$ cat config.mk
export PLATFORM = sky130hd
export DESIGN_NAME = hamming_slicer_flat
export DESIGN_NICKNAME = d
export VERILOG_FILES = /design/src/rtl/hamming_slicer_if.sv /design/src/rtl/hamming_slicer.sv /design/src/flat_wrapper.sv
export SDC_FILE = /design/constraint.sdc
export NUM_CORES = 1
export LEC_CHECK = 0
export ABC_AREA = 1
export CAP_MARGIN = 20
export CORE_MARGIN = 3
export CORE_UTILIZATION = 45
export CTS_CLUSTER_DIAMETER = 100
export DETAILED_ROUTE_END_ITERATION = 10
export GPL_TIMING_DRIVEN = 0
export PLACE_DENSITY = 0.73
export SLEW_MARGIN = 10
export SYNTH_ARGS = -nofsm -noshare
export SYNTH_HDL_FRONTEND = slang
export SYNTH_SLANG_ARGS = --single-unit
export TNS_END_PERCENT = 10
$ cat constraint.sdc
create_clock -name clk -period 1.6 [get_ports clk]
set_input_delay 0.4 -clock clk [delete_from_list [all_inputs] [get_ports clk]]
set_output_delay 0.4 -clock clk [all_outputs]
set_load 0.03 [all_outputs]
$ cat src/rtl/hamming_slicer_if.sv
// Operand/slice bundle between the pair source, the slicer and the
// Hamming-distance consumer.
//   in_valid/in_ready/g_vec/e_vec : N-bit operand pair handshake
//   g_slice/e_slice               : M-bit slice pair presented per clock
//   slice_valid/acc_clr/last/busy : slice framing for the consumer
// Modports: slave = slicer side, master = source/consumer side.
interface hamming_slicer_if #(
  parameter int N = 8,
  parameter int M = 8
);
  logic         in_valid;
  logic         in_ready;
  logic [N-1:0] g_vec;
  logic [N-1:0] e_vec;
  logic [M-1:0] g_slice;
  logic [M-1:0] e_slice;
  logic         slice_valid;
  logic         acc_clr;
  logic         last;
  logic         busy;

  modport slave (
    input  in_valid, g_vec, e_vec,
    output in_ready, g_slice, e_slice, slice_valid, acc_clr, last, busy
  );

  modport master (
    output in_valid, g_vec, e_vec,
    input  in_ready, g_slice, e_slice, slice_valid, acc_clr, last, busy
  );
endinterface

$ cat src/rtl/hamming_slicer.sv
// Upstream feeder for the sequential Hamming-distance stage.
// Accepts an N-bit (g, e) pair, emits a one-cycle accumulator clear, then
// presents the pair as CC slices of M = N/CC bits, one per clock, flagging
// the final slice with last. Slices are held at zero when not live.
// Ports:
//   clk, rst : clock, asynchronous active-high reset
//   bus      : hamming_slicer_if.slave (handshake in, slices out)
// Optional feature: define HAMMING_SLICER_MSB_FIRST_EN to issue slices
// most-significant first (default is least-significant first).
module hamming_slicer #(
  parameter int N  = 8,
  parameter int CC = 1
) (
  input logic             clk,
  input logic             rst,
  hamming_slicer_if.slave bus
);

  localparam int M  = N / CC;
  localparam int CW = (CC > 1) ? $clog2(CC) : 1;

  typedef enum logic [1:0] {IDLE, CLR, SHIFT} state_t;

  state_t          state_q, state_d;
  logic [CW-1:0]   cnt_q, cnt_d;
  logic [N-1:0]    g_q, g_d;
  logic [N-1:0]    e_q, e_d;
  logic [M-1:0]    g_slice_q, g_slice_d;
  logic [M-1:0]    e_slice_q, e_slice_d;
  logic            slice_valid_q, slice_valid_d;
  logic            acc_clr_q, acc_clr_d;
  logic            last_q, last_d;
  logic            busy_q, busy_d;

  // Slice selection; the order only changes which end of the word goes first.
  function automatic logic [M-1:0] slice_of(input logic [N-1:0] vec, input int idx);
    int sel;
`ifdef HAMMING_SLICER_MSB_FIRST_EN
    sel = CC - 1 - idx;
`else
    sel = idx;
`endif
    return vec[sel*M +: M];
  endfunction

  always_ff @(posedge clk or posedge rst) begin
    if (rst) begin
      state_q       <= IDLE;
      cnt_q         <= '0;
      g_q           <= '0;
      e_q           <= '0;
      g_slice_q     <= '0;
      e_slice_q     <= '0;
      slice_valid_q <= 1'b0;
      acc_clr_q     <= 1'b0;
      last_q        <= 1'b0;
      busy_q        <= 1'b0;
    end else begin
      state_q       <= state_d;
      cnt_q         <= cnt_d;
      g_q           <= g_d;
      e_q           <= e_d;
      g_slice_q     <= g_slice_d;
      e_slice_q     <= e_slice_d;
      slice_valid_q <= slice_valid_d;
      acc_clr_q     <= acc_clr_d;
      last_q        <= last_d;
      busy_q        <= busy_d;
    end
  end

  // Outputs are registered, so each branch computes what the next cycle shows.
  always_comb begin
    state_d       = state_q;
    cnt_d         = cnt_q;
    g_d           = g_q;
    e_d           = e_q;
    g_slice_d     = '0;
    e_slice_d     = '0;
    slice_valid_d = 1'b0;
    acc_clr_d     = 1'b0;
    last_d        = 1'b0;

    unique case (state_q)
      IDLE: begin
        if (bus.in_valid) begin
          g_d       = bus.g_vec;
          e_d       = bus.e_vec;
          state_d   = CLR;
          acc_clr_d = 1'b1;
        end
      end
      CLR: begin
        state_d       = SHIFT;
        cnt_d         = '0;
        g_slice_d     = slice_of(g_q, 0);
        e_slice_d     = slice_of(e_q, 0);
        slice_valid_d = 1'b1;
        last_d        = (CC == 1);
      end
      SHIFT: begin
        if (int'(cnt_q) == CC - 1) begin
          // Final slice was on the bus this cycle; return to zeroed idle.
          state_d = IDLE;
        end else begin
          cnt_d         = cnt_q + CW'(1);
          g_slice_d     = slice_of(g_q, int'(cnt_q) + 1);
          e_slice_d     = slice_of(e_q, int'(cnt_q) + 1);
          slice_valid_d = 1'b1;
          last_d        = (int'(cnt_q) + 1 == CC - 1);
        end
      end
      default: state_d = IDLE;
    endcase

    busy_d = (state_d != IDLE);
  end

  assign bus.in_ready    = (state_q == IDLE);
  assign bus.g_slice     = g_slice_q;
  assign bus.e_slice     = e_slice_q;
  assign bus.slice_valid = slice_valid_q;
  assign bus.acc_clr     = acc_clr_q;
  assign bus.last        = last_q;
  assign bus.busy        = busy_q;

endmodule

$ cat src/flat_wrapper.sv
// flat-port wrapper written by rule: the top's interface ports become plain ports
module hamming_slicer_flat 
#(
  parameter int N  = 8,
  parameter int CC = 1
)
  (clk, rst, bus_in_valid, bus_g_vec, bus_e_vec, bus_in_ready, bus_g_slice, bus_e_slice, bus_slice_valid, bus_acc_clr, bus_last, bus_busy);
  hamming_slicer_if #(.N(N), .M(8)) bus_i ();
  input logic clk;
  input logic rst;
  input wire logic [$bits(bus_i.in_valid)-1:0] bus_in_valid;
  input wire logic [$bits(bus_i.g_vec)-1:0] bus_g_vec;
  input wire logic [$bits(bus_i.e_vec)-1:0] bus_e_vec;
  output wire logic [$bits(bus_i.in_ready)-1:0] bus_in_ready;
  output wire logic [$bits(bus_i.g_slice)-1:0] bus_g_slice;
  output wire logic [$bits(bus_i.e_slice)-1:0] bus_e_slice;
  output wire logic [$bits(bus_i.slice_valid)-1:0] bus_slice_valid;
  output wire logic [$bits(bus_i.acc_clr)-1:0] bus_acc_clr;
  output wire logic [$bits(bus_i.last)-1:0] bus_last;
  output wire logic [$bits(bus_i.busy)-1:0] bus_busy;
  assign bus_i.in_valid = bus_in_valid;
  assign bus_i.g_vec = bus_g_vec;
  assign bus_i.e_vec = bus_e_vec;
  assign bus_in_ready = bus_i.in_ready;
  assign bus_g_slice = bus_i.g_slice;
  assign bus_e_slice = bus_i.e_slice;
  assign bus_slice_valid = bus_i.slice_valid;
  assign bus_acc_clr = bus_i.acc_clr;
  assign bus_last = bus_i.last;
  assign bus_busy = bus_i.busy;
  hamming_slicer #(.N(N), .CC(CC)) u_core (.clk(clk), .rst(rst), .bus(bus_i));
endmodule
==> impl_summary.log, run 1 <==
INFO  metric antenna_violations_before_repair = 0
INFO  metric floorplan.die.height = 60.7 µm
INFO  metric drive_above_1_share = 13.7%
INFO  metric final_cells = roughly 210
INFO  metric detailedRoute.firstIterationViolations = 43
INFO  metric combinational_family_with_the_most_area_after_synthesis = simple AND/OR/NAND/NOR gates
INFO  metric drv_slew = 0
INFO  metric gp_routability_congestion = ~0.70
INFO  metric timing.critical_path.from_type = flop
INFO  metric ff2ff_path_depth = 6
INFO  metric placedCellCount = 202
INFO  metric ys.warnings.count = 4
INFO  metric floorplan.io_pins = 40
INFO  metric mappedNetlistNets = between 150 and 200
INFO  metric worst_hold_path.endpoint = u_core.e_q[6]
INFO  metric synth-seq-area-share = 68.6%
INFO  metric cts.root.buffer_cell = clkbuf_4
INFO  metric grtUsageMet1 = 18.6%
INFO  metric outcome = finished clean
INFO  metric areaGrowthSynthToFinish = 38.7%
INFO  metric rr_endpoint = u_core.e_q[4]
INFO  metric core_area = 2810 µm²
INFO  metric pin_count_of_the_biggest_net_entering_global_routing = 38
INFO  metric fmax = 0.642 GHz
INFO  metric later_pin_clock_latency_in_the_skew_report = 330 ps
INFO  metric routed_wirelength = approximately 2400 µm
INFO  metric count_of_max_cap_constraint_violations = 0
INFO  metric vias = 978
INFO  metric worst_slew_pin_slew = a little under 700 ps
INFO  metric simple_gate_fraction_of_synth_area = 22.0%
INFO  metric cts.reportedPaths.clkPinSlew = 110 ps
INFO  metric gr-usage-met3 = 4.04%
INFO  metric synth-seq-cells = 37
INFO  metric period_share = between 90 and 100%
INFO  metric design.final.nets = 200
INFO  metric met2_usage = 25.3%
INFO  metric synth.top_cells.by_count = dfrtp_1 (37), nand2_1 (33), inv_1 (20), nor2_1 (17), nand3_1 (16)
INFO  metric synth_fa_ha_area_share = 0%
INFO  metric avgSynthCellArea = 10.1 µm²
INFO  metric worst-r2r-setup-slack = 380 ps
INFO  metric synth.area.mux_share = 0%
INFO  metric total_leakage_power = 1.07 nW
INFO  metric irDropWorstVdd = 0.000814 V
INFO  metric post_synthesis_xor_xnor_area_fraction = 0%
INFO  metric yosys.cell_types.count = 12
INFO  metric grt_setup_unrepaired = true
INFO  metric worstPathArrival = around 1200 ps
INFO  metric timing.critical_path.required = 1200 ps
INFO  metric global_route.usage.total = 15.6%
INFO  metric die-width = between 60 and 70 µm
INFO  metric path_class = reg2out
INFO  metric synth-async-reset-ratio = 100%
INFO  metric synth.largest_area_cell = dfrtp_1
INFO  metric final_critical_path_setup_slack = 43.5 ps
INFO  metric synth_cells = 133
INFO  metric grt_first_pass_wirelength = 4120 µm
INFO  metric dieArea = 3690 µm²
INFO  metric complex_gate_fraction_of_the_synthesized_area = 0%
INFO  metric finalHoldWorstSlack = 389 ps
INFO  metric yosys.area.top_type_share = 68.6%
INFO  metric cts-buffers-inserted = 5
INFO  metric synth_enable_flop_cells = 0
INFO  metric viasPerCell = 4.59
INFO  metric global_route.overflow_total = 0
INFO  metric drt_pre_antenna_iters = 4
INFO  metric largest_fanout_on_the_critical_path = 6
INFO  metric dp_worst_setup_slack = -387 ps
INFO  metric hold-path-cell-count = 3
INFO  metric cp-end-kind = output port
INFO  metric routedWlPerCell = 11.4 µm
INFO  metric place.port_buffers = 38
INFO  metric synthTopCellsByArea = dfrtp_1 (69%), nand2_1 (9.2%), nand3_1 (5.9%)
INFO  metric synthFlopType = dfrtp_1
INFO  metric drc = 0
INFO  metric setup-violations-final = 0
INFO  metric first_global_vias = 953
INFO  metric cts_tree = done
INFO  metric antenna_left = 0
INFO  metric htreeDepth = 2
INFO  metric finClkSkew = 9.49 ps
INFO  metric synth_area = about 1300 µm²
INFO  metric initial_utilization = 48.1%
INFO  metric worst_min_delay_path_startpoint = bus_in_valid
INFO  metric cts_sinks = 37
INFO  metric max-clock-path-buffers = 2
INFO  metric timing.max_slew.rel_slack = roughly 54%
INFO  metric global_route.peak_usage_layer = met2
INFO  metric antenna-diode-count = 0
INFO  metric finalHoldViolCount = 0
INFO  metric min_period = around 1600 ps
INFO  metric detailedPlacementHpwl = roughly 1800 µm
INFO  metric power_density = about 1300 nW/µm²
INFO  metric number_of_rows_created_at_floorplan = 19
INFO  metric rr_startpoint = u_core.state_q[1]
INFO  metric hold_path_class = in2reg
INFO  metric yosysMostFrequentCell = dfrtp_1
metal layers:
metal	wire, µm	vias up
met1	966	455
met3	118	9
met5	0	-
met2	1240	26
li1	-	488
met4	99	0
cell usage in the layout (no fill, tap or decap):
master and instances:
nand2_4 1, bufinv_16 2, nand2_1 33, dlygate4sd2_1 19, clkdlybuf4s50_1 17, inv_1 19, dfrtp_2 1, nor2_1 17
inv_2 2, nor2_4 1, clkbuf_4 5, nand3_1 16, clkbuf_2 1, buf_2 2, buf_4 4, clkinv_2 1
nor2_2 1, dfrtp_1 36, buf_6 4
timing repair:
item	in CTS	in global routing
pin swaps	1	0
endpoints found under the setup margin	21	2
hold buffers	0	0
setup buffers	1	2
gates resized for setup	28	3
cell families after synthesis:
logic type    after synthesis
simple gates               69
flops                      37
buf+inv                    27
flip-flops by register name, summed over array words and instances, names as in the netlist:
signal,count
u_core.g_q,8
u_core.state_q,2
u_core.bus.busy,1
u_core.bus.last,1
u_core.e_q,8
u_core.bus.e_slice,8
u_core.bus.g_slice,8
u_core.bus.acc_clr,1
layout make-up:
| type | count | area, µm² |
|---|---|---|
| Fill cell | 236 | 935 |
| Sequential cell | 37 | 927 |
| Timing Repair Buffer | 41 | 375 |
| Multi-Input combinational cell | 69 | 297 |
| Inverter | 21 | 78.8 |
| Clock inverter | 3 | 65.1 |
| Buffer | 6 | 51.3 |
| Tap cell | 31 | 38.8 |
| Clock buffer | 5 | 37.5 |
report_power, final:
part | internal, mW | total (mW) | leakage [nW] | switching [mW]
Clock | 0.484 | 0.767 | 0.0552 | 0.283
Sequential | 1.09 | 1.16 | 0.478 | 0.0708
Combinational | 0.217 | 0.554 | 0.539 | 0.337
Total | 1.79 | 2.48 | 1.07 | 0.692
worst max-delay path: stages (launching register included):
cell,delay (ps)
dfrtp_2,450
nor2_4,120
buf_6,130
buf_6,120
worst max-delay path by stage:
stage / from / to / slack [ps] / depth (start not counted)
after detailed placement: u_core.state_q[1] / bus_in_ready / -390 / 3
after CTS: u_core.bus.last / bus_slice_valid / 3 / 2
after global routing: u_core.state_q[0] / bus_in_ready / -20 / 3
after floorplan: u_core.state_q[1] / bus_in_ready / 360 / 2
final: u_core.state_q[1] / bus_in_ready / 40 / 3
after global placement: u_core.state_q[1] / bus_in_ready / -360 / 3
stage by stage:
stage	cell area (µm²)	total power, mW	utilization [%]	setup TNS, ps
after floorplan	1350	1.52	-	0
after global placement	1770	1.73	63.0	-13090
after detailed placement	1770	1.76	63.0	-387
after CTS	1860	2.49	66.2	0
after global routing	1870	2.62	66.7	-16.6
final	1870	2.48	66.7	0
(Power assumes the default switching activity.)
==> run 2, diff against run 1 <==
--- a/config.mk
+++ b/config.mk
@@ -13,6 +13,7 @@
 export DETAILED_ROUTE_END_ITERATION = 10
 export GPL_TIMING_DRIVEN = 0
 export PLACE_DENSITY = 0.73
+export SETUP_SLACK_MARGIN = 0.5
 export SLEW_MARGIN = 10
 export SYNTH_ARGS = -nofsm -noshare
 export SYNTH_HDL_FRONTEND = slang
==> impl_summary.log, run 2 (synthesis results as in run 1) <==
INFO  metric outcome = finished clean
INFO  metric pwr-share-clk = 21.7%
INFO  metric path_class = reg2out
INFO  metric routedWlPerCell = 12.3 µm
INFO  metric first_global_vias = between 900 and 1,000
INFO  metric antenna-diode-count = 0
INFO  metric timing.max_slew.rel_slack = just under 50%
INFO  metric hold_buffers = 0
INFO  metric fillers = 238
INFO  metric cts.reportedPaths.clkPinSlew = 100 ps
INFO  metric total_leakage_power = 1.05 nW
INFO  metric later_pin_clock_latency_in_the_skew_report = 330 ps
INFO  metric setup-violations-final = 0
INFO  metric grt_first_pass_wirelength = 4160 µm
INFO  metric cp-end-kind = output port
INFO  metric power_density = 1200 nW/µm²
INFO  metric gp_routability_congestion = roughly 0.76
INFO  metric final_common_cell = dfrtp_1
INFO  metric finClkSkew = 6.49 ps
INFO  metric largest_fanout_on_the_critical_path = 2
INFO  metric design.final.nets = ~200
INFO  metric p_int = around 1.5 mW
INFO  metric cts-buffers-inserted = 5
INFO  metric vias = 991
INFO  metric drt_pre_antenna_iters = 4
INFO  metric count_of_max_cap_constraint_violations = 0
INFO  metric place.port_buffers = 38
INFO  metric finalHoldViolCount = 0
INFO  metric min_period = 1530 ps
INFO  metric fmax = 0.654 GHz
INFO  metric timing.critical_path.required = between 1000 and 1500 ps
INFO  metric pwr-share-comb = 26.2%
INFO  metric ff2ff_path_depth = 6
INFO  metric seqCellArea = 926 µm²
INFO  metric period_share = 95.6%
INFO  metric finalHoldWorstSlack = 387 ps
INFO  metric final_cell_mix = dfrtp_1 (37), nand2_1 (33), inv_1 (19)
INFO  metric irDropWorstVdd = 0.000568 V
INFO  metric pin_count_of_the_biggest_net_entering_global_routing = 38
INFO  metric global_route.overflow_total = 0
INFO  metric worst-r2r-setup-slack = 370 ps
INFO  metric seqPwrFrac = 52.1%
INFO  metric dpl-instance-area = 1780 µm²
INFO  metric hold_path_class = in2reg
INFO  metric hold-path-cell-count = 3
INFO  metric max-clock-path-buffers = 2
INFO  metric multi_input_comb_area = about 300 µm²
INFO  metric final_cell_area_excluding_filler_cells = 1860 µm²
INFO  metric antenna_left = 0
INFO  metric drc = 0
INFO  metric floorplan.die.height = 60.7 µm
INFO  metric floorplan.io_pins = 40
INFO  metric dieArea = 3690 µm²
INFO  metric detailedRoute.firstIterationViolations = 25
INFO  metric core_area = about 2800 µm²
INFO  metric drv_slew = 0
INFO  metric antenna_violations_before_repair = 0
INFO  metric cts.root.buffer_cell = clkbuf_4
INFO  metric timing.critical_path.from_type = flop
INFO  metric grt_setup_unrepaired = true
INFO  metric die-width = 60.7 µm
INFO  metric drive_above_1_share = 15.4%
INFO  metric swShare = between 30% and 40%
INFO  metric worstPathArrival = 1130 ps
INFO  metric worst_slew_pin_slew = between 700 and 800 ps
INFO  metric cts_tree = done
INFO  metric viasPerCell = ~4.7
INFO  metric routed_wirelength = 2620 µm
INFO  metric p_sw = 0.699 mW
INFO  metric htreeDepth = 2
INFO  metric number_of_rows_created_at_floorplan = 19
INFO  metric initial_utilization = between 40 and 50%
INFO  metric detailedPlacementHpwl = 1760 µm
INFO  metric areaGrowthSynthToFinish = 37.6%
INFO  metric global_route.usage.total = approximately 16%
INFO  metric cts_sinks = 37
## run 2: cell types whose count changed in the layout (fill, tap and decap cells not counted), sizes merged
cell | before | now
buf | 10 | 17
dlygate4sd2 | 19 | 14
bufinv | 2 | 0
clkbuf | 6 | 7
clkinv | 1 | 0
clkinvlp | 0 | 1
inv | 21 | 20
## run 2: area by class of cell
type	count	area share (%)
Multi-Input combinational cell	69	16.0
Clock buffer	7	2.97
Sequential cell	37	49.9
Tap cell	31	2.09
Timing Repair Buffer	42	21.6
Inverter	21	4.45
Buffer	6	2.97
## run 2: layer usage
layer  part of all wire, %  global-route usage [%]  routed length (µm)
met2                    52                    26.7                1350
met3                   4.1                    6.38                 106
met1                    42                    19.3                1100
met4                   2.0                    7.43                  53
met5                     0                       0                   0
## run 2: worst max-delay path, cell delays in order (launching register included)
cell,delay [ps]
dfrtp_1,420
nor2_4,140
buf_6,120
buf_6,120
## run 2: metrics by stage
| stage | util, % | cells | total power [mW] | worst slack, ps | setup TNS [ps] |
|---|---|---|---|---|---|
| after CTS | 65.6 | 212 | 2.24 | 75.1 | 0 |
| after global routing | 66.1 | 213 | 2.37 | 27.1 | 0 |
| after detailed placement | 63.3 | 202 | 1.76 | -341 | -341 |
| final | 66.1 | 213 | 2.23 | 70.9 | 0 |
| after floorplan | - | 133 | 1.53 | 390 | 0 |
| after global placement | 63.3 | 202 | 1.74 | -330 | -330 |
## run 2: path summary, 6_finish.rpt
path                                   start               endpoint
hold / removal                  bus_in_valid          u_core.g_q[7]
max in group asynchronous                rst  u_core.bus.e_slice[1]
setup reg to reg           u_core.state_q[1]          u_core.g_q[0]
min in group asynchronous                rst        u_core.bus.busy
hold reg to reg                u_core.e_q[5]          u_core.e_q[5]
setup / recovery           u_core.state_q[1]           bus_in_ready
## run 2: power groups by stage
stage                     logic, mW  clock network (mW)  registers [mW]
after global routing          0.648               0.538            1.18
after CTS                     0.577               0.498            1.16
final                         0.586               0.484            1.16
after detailed placement      0.577                   0            1.18
after global placement        0.567                   0            1.17
after floorplan               0.254                   0            1.27
## run 2: timing repair
item,4_1_cts,5_1_grt
resized for setup,46,18
pin swaps,1,1
setup buffers,3,1
endpoints found under the setup margin,40,48
==> run 3, diff against run 2 <==
--- a/config.mk
+++ b/config.mk
@@ -5,7 +5,6 @@
 export SDC_FILE = /design/constraint.sdc
 export NUM_CORES = 1
 export LEC_CHECK = 0
-export ABC_AREA = 1
 export CAP_MARGIN = 20
 export CORE_MARGIN = 3
 export CORE_UTILIZATION = 45
==> impl_summary.log, run 3 <==
INFO  metric antenna_left = 0
INFO  metric period_share = approximately 90%
INFO  metric cts.root.buffer_cell = clkbuf_4
INFO  metric irDropWorstVdd = 0.000828 V
INFO  metric antenna-diode-count = 0
INFO  metric fmax = 0.693 GHz
INFO  metric drc = 0
INFO  metric place.port_buffers = 39
INFO  metric drv_slew = 0
INFO  metric total_leakage_power = 0.886 nW
INFO  metric largest_fanout_on_the_critical_path = 1
INFO  metric worstPathArrival = 1040 ps
INFO  metric detailedPlacementHpwl = 1470 µm
INFO  metric global_route.overflow_total = 0
INFO  metric dieArea = 3640 µm²
INFO  metric first_global_vias = between 700 and 800
INFO  metric antenna_violations_before_repair = 0
INFO  metric initial_utilization = roughly 48%
INFO  metric yosys.area.top_type_share = 69.6%
INFO  metric pwr-share-comb = between 20% and 30%
INFO  metric detailedRoute.firstIterationViolations = 3
INFO  metric areaGrowthSynthToFinish = 41.6%
INFO  metric hold_buffers = 0
INFO  metric global_route.usage.total = 14.1%
INFO  metric drive_above_1_share = 40.2%
INFO  metric final_critical_path_setup_slack = around 160 ps
INFO  metric avgSynthCellArea = 16.6 µm²
INFO  metric final_cell_mix = dfrtp_1 (35), clkdlybuf4s50_1 (17), and2_1 (16)
INFO  metric synth_enable_flop_cells = 0
INFO  metric slowest_stage = dfrtp_1
INFO  metric synthFlopType = dfrtp_1
INFO  metric finalHoldViolCount = 0
INFO  metric routedWlPerCell = 13.6 µm
INFO  metric synth_cells = 80
INFO  metric finClkSkew = 9.68 ps
INFO  metric timing.max_slew.rel_slack = 51.2%
INFO  metric final_common_cell = dfrtp_1
INFO  metric p_sw = 0.668 mW
INFO  metric seqCellArea = 928 µm²
INFO  metric synthTopCellsByArea = dfrtp_1 (70%), mux2_4 (10%), and2_1 (7.5%)
INFO  metric grt_setup_unrepaired = true
INFO  metric min_period = 1440 ps
INFO  metric design.final.nets = 150
INFO  metric timing.critical_path.from_type = flop
INFO  metric floorplan.io_pins = 40
INFO  metric cts_tree = done
INFO  metric drt_pre_antenna_iters = 2
INFO  metric p_int = 1.61 mW
INFO  metric final_cell_area_excluding_filler_cells = 1880 µm²
INFO  metric worst_slew_pin_slew = 731 ps
INFO  metric swShare = 29.3%
INFO  metric synth_area = approximately 1300 µm²
INFO  metric die-width = 60.4 µm
INFO  metric hold_path_class = in2reg
INFO  metric count_of_max_cap_constraint_violations = 0
INFO  metric crit_path_cell_trace = clkdlybuf4s15_1
INFO  metric grt_first_pass_wirelength = around 3500 µm
INFO  metric synth.largest_area_cell = dfrtp_1
INFO  metric dpl-instance-area = 1760 µm²
INFO  metric fillers = 209
INFO  metric worst_min_delay_path_startpoint = bus_in_valid
INFO  metric floorplan.die.height = 60.4 µm
INFO  metric worst_path_largest_cell_delay = roughly 370 ps
INFO  metric viasPerCell = 4.69
INFO  metric mappedNetlistNets = 99
INFO  metric vias = 764
INFO  metric pin_count_of_the_biggest_net_entering_global_routing = 38
INFO  metric outcome = finished clean
INFO  metric htreeDepth = 2
INFO  metric rr_startpoint = u_core.state_q[0]
INFO  metric dp_worst_setup_slack = -426 ps
INFO  metric setup-violations-final = 0
INFO  metric synth-seq-area-share = 69.6%
INFO  metric path_class = reg2out
INFO  metric cts-buffers-inserted = 5
INFO  metric gp_routability_congestion = 0.691
INFO  metric worstSetupStartpoint = u_core.bus.e_slice[0]
INFO  metric worstPathBufferInverterCount = 1
INFO  metric yosys.cell_types.count = 12
INFO  metric number_of_rows_created_at_floorplan = 19
INFO  metric seqPwrFrac = a little over half
INFO  metric cts_sinks = 37
INFO  metric pwr-share-clk = 20.5%
INFO  metric yosysMostFrequentCell = dfrtp_1
INFO  metric synth.top_cells.by_count = dfrtp_1 (37), and2_1 (16), mux2_4 (9), mux2_2 (7), nor2_1 (3)
INFO  metric path_delay_family = flip-flops
INFO  metric power.total = between 2 and 2.5 mW
INFO  metric cp-end-kind = output port
INFO  metric routed_wirelength = 2220 µm
INFO  metric multi_input_comb_area = 377 µm²
INFO  metric synth-async-reset-ratio = 100%
INFO  metric later_pin_clock_latency_in_the_skew_report = 340 ps
INFO  metric timing.critical_path.required = around 1200 ps
INFO  metric power_density = around 1200 nW/µm²
INFO  metric synth-seq-cells = 37
INFO  metric core_area = 2780 µm²
INFO  metric max-clock-path-buffers = 2
INFO  metric cts.reportedPaths.clkPinSlew = 110 ps
INFO  metric ys.warnings.count = 4
## run 3: cell types whose count changed after synthesis, sizes merged, moves of 4 or more
cell / previous run / this run
nand3: 16 / 0
nand2: 34 / 0
buf: 6 / 2
mux2: 0 / 16
nor2: 19 / 3
inv: 21 / 1
and2: 0 / 16
## run 3: layout make-up
| cell class | instances | share of cell area (%) |
|---|---|---|
| Clock inverter | 3 | 0.930 |
| Clock buffer | 5 | 1.99 |
| Tap cell | 31 | 2.06 |
| Buffer | 3 | 1.93 |
| Inverter | 1 | 0.199 |
| Multi-Input combinational cell | 39 | 20.0 |
| Timing Repair Buffer | 44 | 23.6 |
| Sequential cell | 37 | 49.3 |
## run 3: stage by stage
| stage | util, % | hold slack [ps] | TNS [ps] | std cells |
|---|---|---|---|---|
| after floorplan | - | 449 | 0 | 80 |
| after global placement | 63.2 | 457 | -19450 | 150 |
| after detailed placement | 63.2 | 463 | -5940 | 150 |
| after CTS | 67.1 | 451 | 0 | 163 |
| after global routing | 67.7 | 468 | 0 | 163 |
| final | 67.7 | 473 | 0 | 163 |
## run 3: cells by family after synthesis
logic type	count (synthesis)	share of synthesized area [%]
flops	37	69.6
simple gates	23	11.7
mux	16	16.1
buf+inv	4	2.63
## run 3: worst paths after layout
path | to | slack [ps] | cells after the start
min | u_core.bus.busy | 470 | 3
min reg2reg | u_core.bus.g_slice[5] | 480 | 1
max reg2reg | u_core.g_q[3] | 170 | 3
min in group asynchronous | u_core.e_q[5] | 490 | 2
max | bus_e_slice[0] | 160 | 1
max in group asynchronous | u_core.state_q[0] | 590 | 2
## run 3: metal layers
layer	up-vias	wire length, µm	GRT usage [%]
met5	-	0	0
met4	0	44	7.59
met3	6	212	6.38
met2	30	1060	21.8
met1	372	898	16.4
li1	356	-	-
## run 3: power groups by stage
stage	sequential (mW)	clock (mW)	combinational [mW]
after floorplan	1.31	0	0.268
after global placement	1.19	0	0.601
after detailed placement	1.20	0	0.609
after CTS	1.18	0.487	0.616
after global routing	1.21	0.526	0.665
final	1.19	0.468	0.626
## run 3: repair_timing
item / 4_1_cts / 5_1_grt
gates resized for setup: 71 / 25
endpoints found under the setup margin: 48 / 58
setup buffers: 5 / 0
pin swaps: 0 / 0
endpoints found under the hold margin: 0 / 0
cloned: 0 / 0
